--- config.mk ---
export PLATFORM = sky130hd
export DESIGN_NAME = memory_arbiter
export DESIGN_NICKNAME = d
export VERILOG_FILES = /design/src/rtl/memory_arbiter_pkg.sv /design/src/rtl/memory_arbiter_rtag.sv /design/src/rtl/memory_arbiter.sv
export SDC_FILE = /design/constraint.sdc
export NUM_CORES = 1
export LEC_CHECK = 0
export ABC_CLOCK_PERIOD_IN_PS = 2250
export CAP_MARGIN = 25
export CORE_AREA = 4 4 127 129
export DETAILED_ROUTE_END_ITERATION = 10
export DIE_AREA = 0 0 131 133
export GPL_ROUTABILITY_DRIVEN = 0
export GPL_TIMING_DRIVEN = 1
export SYNTH_ARGS = -nofsm -noshare
export SYNTH_HDL_FRONTEND = slang
export SYNTH_HIERARCHICAL = 1
export SYNTH_SLANG_ARGS = --single-unit
--- constraint.sdc ---
create_clock -name clk -period 2.25 [get_ports clk]
set_clock_uncertainty 0.05 [all_clocks]
set_input_delay 0.225 -clock clk [delete_from_list [all_inputs] [get_ports clk]]
set_output_delay 0.225 -clock clk [all_outputs]
set_load 0.01 [all_outputs]
--- src/rtl/memory_arbiter_pkg.sv ---
// Shared types and limits for the frame-RAM port arbiter.
package memory_arbiter_pkg;

  localparam int unsigned MAX_PORTS      = 8;
  localparam int unsigned MAX_RD_LATENCY = 4;

  // Port id width, never narrower than one bit.
  function automatic int unsigned port_w(input int unsigned n);
    return (n <= 1) ? 1 : $clog2(n);
  endfunction

  localparam int unsigned MAX_PORT_W = port_w(MAX_PORTS);

  typedef struct packed {
    logic                  valid;
    logic [MAX_PORT_W-1:0] id;
  } rtag_t;

  typedef enum logic {
    LOCK_FREE = 1'b0,
    LOCK_HELD = 1'b1
  } lock_state_t;

endpackage

--- src/rtl/memory_arbiter_rtag.sv ---
// Read-tag delay line: carries {valid, port id} alongside the RAM read pipeline.
module memory_arbiter_rtag
  import memory_arbiter_pkg::*;
#(
  parameter int unsigned DEPTH = 2
) (
  input  logic  clk,
  input  logic  rst_n,
  input  rtag_t push,
  output rtag_t tail
);

  rtag_t pipe [DEPTH];

  always_ff @(posedge clk) begin
    if (!rst_n) begin
      for (int i = 0; i < DEPTH; i++) pipe[i] <= '0;
    end else begin
      pipe[0] <= push;
      for (int i = 1; i < DEPTH; i++) pipe[i] <= pipe[i-1];
    end
  end

  assign tail = pipe[DEPTH-1];

endmodule

--- src/rtl/memory_arbiter.sv ---
// Round-robin N-port arbiter in front of a single-port frame RAM.
// Define MEMORY_ARBITER_LOCK_EN to let a port keep the grant via port_lock.
module memory_arbiter
  import memory_arbiter_pkg::*;
#(
  parameter int unsigned NUM_PORTS  = 2,
  parameter int unsigned ADDR_WIDTH = 10,
  parameter int unsigned DATA_WIDTH = 48,
  parameter int unsigned RD_LATENCY = 1
) (
  input  logic                             clk,
  input  logic                             rst_n,
  input  logic [NUM_PORTS-1:0]             port_req,
  input  logic [NUM_PORTS-1:0]             port_we,
  input  logic [NUM_PORTS*ADDR_WIDTH-1:0]  port_addr,
  input  logic [NUM_PORTS*DATA_WIDTH-1:0]  port_wdata,
  input  logic [NUM_PORTS-1:0]             port_lock,
  output logic [NUM_PORTS-1:0]             port_gnt,
  output logic [NUM_PORTS-1:0]             port_rvalid,
  output logic [NUM_PORTS*DATA_WIDTH-1:0]  port_rdata,
  output logic [ADDR_WIDTH-1:0]            mem_address,
  output logic [DATA_WIDTH-1:0]            mem_data,
  output logic                             mem_write_enable,
  input  logic [DATA_WIDTH-1:0]            mem_q
);

  localparam int unsigned PORT_W = port_w(NUM_PORTS);

  logic [PORT_W-1:0]     last_grant;
  logic [PORT_W-1:0]     gnt_id;
  logic [PORT_W-1:0]     hi_id;
  logic [PORT_W-1:0]     lo_id;
  logic                  hi_found;
  logic                  lo_found;
  logic                  gnt_valid;
  logic                  rr_update;
  logic [ADDR_WIDTH-1:0] sel_addr;
  logic [DATA_WIDTH-1:0] sel_wdata;
  logic                  sel_we;
  rtag_t                 push_tag;
  rtag_t                 tail_tag;

`ifdef MEMORY_ARBITER_LOCK_EN
  lock_state_t       lock_state;
  lock_state_t       lock_next;
  logic [PORT_W-1:0] lock_owner;
  logic              sel_lock;
  logic              owner_req;
`else
  logic              lock_unused;
  assign lock_unused = ^port_lock;
`endif

  // Lowest requester above last_grant wins; otherwise wrap to lowest at or below it.
  always_comb begin
    hi_found = 1'b0;
    lo_found = 1'b0;
    hi_id    = '0;
    lo_id    = '0;
    for (int i = NUM_PORTS - 1; i >= 0; i--) begin
      if (port_req[i]) begin
        if (PORT_W'(i) > last_grant) begin
          hi_found = 1'b1;
          hi_id    = PORT_W'(i);
        end else begin
          lo_found = 1'b1;
          lo_id    = PORT_W'(i);
        end
      end
    end
  end

  // Grant outputs: round-robin winner, overridden by a held lock.
  always_comb begin
    port_gnt  = '0;
    gnt_id    = hi_found ? hi_id : lo_id;
    gnt_valid = hi_found | lo_found;
    rr_update = 1'b1;
`ifdef MEMORY_ARBITER_LOCK_EN
    owner_req = 1'b0;
    for (int i = 0; i < NUM_PORTS; i++) begin
      if (lock_owner == PORT_W'(i) && port_req[i]) owner_req = 1'b1;
    end
    if (lock_state == LOCK_HELD) begin
      gnt_id    = lock_owner;
      gnt_valid = owner_req;
      rr_update = 1'b0;
    end
`endif
    if (!rst_n) gnt_valid = 1'b0;
    for (int i = 0; i < NUM_PORTS; i++) begin
      port_gnt[i] = gnt_valid && (gnt_id == PORT_W'(i));
    end
  end

  always_comb begin
    sel_addr  = '0;
    sel_wdata = '0;
    sel_we    = 1'b0;
`ifdef MEMORY_ARBITER_LOCK_EN
    sel_lock  = 1'b0;
`endif
    for (int i = 0; i < NUM_PORTS; i++) begin
      if (gnt_id == PORT_W'(i)) begin
        sel_addr  = port_addr[i*ADDR_WIDTH +: ADDR_WIDTH];
        sel_wdata = port_wdata[i*DATA_WIDTH +: DATA_WIDTH];
        sel_we    = port_we[i];
`ifdef MEMORY_ARBITER_LOCK_EN
        sel_lock  = port_lock[i];
`endif
      end
    end
  end

`ifdef MEMORY_ARBITER_LOCK_EN
  always_ff @(posedge clk) begin
    if (!rst_n) begin
      lock_state <= LOCK_FREE;
      lock_owner <= '0;
    end else begin
      lock_state <= lock_next;
      if (gnt_valid) lock_owner <= gnt_id;
    end
  end

  // Each accept either takes/keeps ownership or releases it.
  always_comb begin
    lock_next = lock_state;
    if (gnt_valid) lock_next = sel_lock ? LOCK_HELD : LOCK_FREE;
  end
`endif

  // RAM-side registers; address and data hold across idle cycles.
  always_ff @(posedge clk) begin
    if (!rst_n) begin
      mem_address      <= '0;
      mem_data         <= '0;
      mem_write_enable <= 1'b0;
      last_grant       <= PORT_W'(NUM_PORTS - 1);
    end else begin
      mem_write_enable <= 1'b0;
      if (gnt_valid) begin
        mem_address      <= sel_addr;
        mem_data         <= sel_wdata;
        mem_write_enable <= sel_we;
        if (rr_update) last_grant <= gnt_id;
      end
    end
  end

  always_comb begin
    push_tag       = '0;
    push_tag.valid = gnt_valid & ~sel_we;
    push_tag.id    = MAX_PORT_W'(gnt_id);
  end

  memory_arbiter_rtag #(
    .DEPTH (RD_LATENCY + 1)
  ) u_rtag (
    .clk   (clk),
    .rst_n (rst_n),
    .push  (push_tag),
    .tail  (tail_tag)
  );

  // Route returning RAM data to the port that issued the read.
  always_comb begin
    port_rvalid = '0;
    port_rdata  = '0;
    for (int i = 0; i < NUM_PORTS; i++) begin
      if (tail_tag.valid && tail_tag.id == MAX_PORT_W'(i)) begin
        port_rvalid[i]                          = 1'b1;
        port_rdata[i*DATA_WIDTH +: DATA_WIDTH]  = mem_q;
      end
    end
  end

endmodule

==> metrics.md <==
| Metric | Value |
|---|---|
| Outcome | `finished, final reports clean` |
| Area growth syn-to-layout | `113%` |
| Pwr/cell area | `484 nW/um^2` |
| Worst r2r src | `last_grant` |
| WS Path Type | `flop to primary output` |
| PnR worst setup slack | `0.0768 ns` |
| Synthesized area per cell | `9.23 um^2` |
| Synth Instances | `373` |
| GR Util All Layers | `17.1%` |
| Fillers | `1425` |
| Max FO, Critical Path | `25` |
| Critical-path top delay cell | `clkdlybuf4s50_1` |
| Crit path capture type | `primary output` |
| N_diodes | `0` |
| First-pass GRT wire length | `23100 um` |
| Root buffer cell | `clkbuf_16` |
| Clock Latency Late Sink | `0.33 ns` |
| Cell leakage power | `3.62 nW` |
| Count of cell types in the netlist | `26` |
| Worst path arrival time | `1.90 ns` |
| Critical-path cell list | `nor4b_4, buf_6, buf_12, and2_1, clkdlybuf4s50_1` |
| Clock Sinks | `68` |
| Metal3 WL | `1470 um` |
| Worst Hold Class | `flop to flop` |
| DR top layer | `met4` |
| Grt total ovfl | `0` |
| Vias in the first global route | `4189` |
| Die Ht | `133 um` |
| #FFs+latches synth | `68` |
| Die area | `17400 um^2` |
| Setup slack, reg-to-reg | `0.71 ns` |
| Antenna-violating nets left | `0` |
| WP data required | `1.98 ns` |
| Die width | `131 um` |
| Reg2Reg Depth | `4` |
| HPWL after DPL | `12500 um` |
| Wl on met1 | `5550 um` |
| Final slew viol count | `0` |
| Minimum clock period | `2.17 ns` |
| Max cap viols | `0` |
| CP startpoint | `u_rtag/pipe[0][6]` |
| CTS tree | `done` |
| Total power draw | `0.00355 W` |
| Worst path max stage delay | `0.53 ns` |
| Drt initial violations | `95` |
| Seq/Total Area, Yosys | `39.5%` |
| Clk buf depth | `2` |
| IO Pins | `331` |
| IO Port Bufs | `328` |
| Initial antenna violation count | `0` |
| Total CTS buffers | `9` |
| Worst r2r dst | `mem_data[27]` |
| Commonest cells after routing, fill and taps aside | `clkdlybuf4s50_1 (278), and2_1 (152), dfxtp_1 (68), a221o_1 (48), dlymetal6s2s_1 (43)` |
| # rows | `45` |
| Ys Warns | `6` |
| Clock-pin slew on the worst setup and hold paths | `0.05 ns` |
| Worst rel slew slack | `63.5%` |
| Core Region | `15000 um^2` |
| WHS Endpoint | `u_rtag/pipe[0][6]` |
| WHS | `0.376 ns` |
| DR WL/cell | `18.0 um` |
| Hold Startpoint | `u_rtag/pipe[0][2]` |
| # DRC | `0` |
| Fmax | `460 MHz` |
| Vias | `3986` |
| 1st-pass router iterations | `4` |
| Final Hold Viols | `0` |
| Met2 Wirelength | `8650 um` |
| Total Nets Final | `863` |
| Initial Util | `22.9%` |
| Layout cell share with drive strength beyond 1 | `6.47%` |
| Number of stages on the worst hold path | `1` |
| Startpoint Class | `flop` |
| Wirelength, routed | `15900 um` |
| Pin count of the biggest net entering global routing | `50` |
| H-tree levels | `3` |
| Fin crit share | `96.6%` |
| Commonest non-fill, non-tap cell in the layout | `clkdlybuf4s50_1` |
| Placement Setup Slack | `0.139 ns` |
| Drt via density | `4.51` |
| Slew @ Worst Pin | `0.548 ns` |
| VDD IR-drop max | `311 uV` |
| # setup viols final | `0` |
| Synthesized area | `3440 um^2` |
==> worst max-delay path by stage <==
| stage | to | slack, ns |
|---|---|---|
| final | port_rdata[25] | 0.08 |
| after global routing | port_rdata[28] | -0.005 |
| after CTS | port_rdata[10] | 0.007 |
| after detailed placement | port_gnt[1] | 0.14 |
| after global placement | port_gnt[1] | 0.17 |
| after floorplan | port_rdata[28] | 0.59 |
==> power breakdown <==
group / switching (W) / internal (W) / total, W
combinational: 0.000275 / 0.000539 / 0.000814
clock: 0.000507 / 0.000886 / 0.00139
sequential: 0.0000465 / 0.00130 / 0.00135
==> through the flow <==
stage                     util [%]  setup TNS, ns  area [um^2]  cells
final                         48.8              0         7340    884
after global routing          48.8       -0.00692         7340    884
after CTS                     48.1              0         7230    884
after detailed placement      46.0              0         6910    866
after global placement        46.0              0         6910    866
after floorplan                  -              0         3450    374
==> cell families (layout without fill, tap and decap cells) <==
logic type / count (synthesis) / after routing / share of synthesized area (%)
other: 1 / 2 / 0.109
AO/OA/AOI/OAI: 62 / 62 / 17.0
AND/OR/NAND/NOR: 193 / 193 / 34.4
flip-flops: 68 / 68 / 39.5
buffers and inverters: 39 / 361 / 5.70
multiplexers: 10 / 10 / 3.27
==> Yosys cell counts <==
master / count / area [um^2]
a21bo_2: 1 / 10.0
mux2_2: 10 / 113
buf_1: 1 / 3.75
nand2_1: 2 / 7.51
o211ai_1: 10 / 75.1
inv_1: 2 / 7.51
clkbuf_1: 18 / 67.6
dfxtp_1: 68 / 1360
nand3b_1: 11 / 82.6
and3_1: 1 / 6.26
nor3b_2: 1 / 12.5
o21ai_0: 1 / 5.00
nor4b_2: 1 / 15.0
and2_1: 152 / 951
clkbuf_2: 2 / 10.0
a221o_1: 48 / 480
buf_4: 6 / 45.0
nand2b_1: 2 / 12.5
nor2_1: 21 / 78.8
and4bb_2: 1 / 12.5
buf_2: 8 / 40.0
a32oi_1: 1 / 8.76
a21oi_1: 1 / 5.00
nor2_2: 1 / 6.26
conb_1: 1 / 3.75
buf_6: 2 / 22.5
==> repair_timing <==
action / 4_1_cts / 5_1_grt
endpoints found under the hold margin: 0 / 0
endpoints found under the setup margin: 21 / 54
setup buffers: 1 / 0
hold buffers: 0 / 0
gates cloned: 1 / 0
gates resized for setup: 12 / 44
pin swaps: 1 / 0
==> metal layers <==
metal,track usage [%],up-vias
met3,6.06,13
met1,17.0,1854
met4,4.51,0
met5,0,-
met2,32.8,196
li1,-,1923
==> worst max-delay path, delay by kind of cell (launching register included) <==
| family | cells | cell delay, ns |
|---|---|---|
| buffers and inverters | 3 | 0.83 |
| DFF | 1 | 0.33 |
| and+or+nand+nor | 2 | 0.41 |
==> flip-flops by register name, summed over array words and instances (netlist names) <==
signal / count
mem_data: 48
last_grant: 1
u_rtag/pipe: 8
mem_address: 10
mem_write_enable: 1
==> cell type report <==
class / instances / area [um^2] / area share (%)
tap: 188 / 235 / 3.21
inverter: 2 / 7.51 / 0.102
clock buffer: 12 / 246 / 3.36
timing repair buffer: 343 / 3530 / 48.1
sequential: 68 / 1360 / 18.6
multi-input combinational: 267 / 1910 / 26.0
clock inverter: 4 / 48.8 / 0.665
Power figures use the tool's default switching activity.
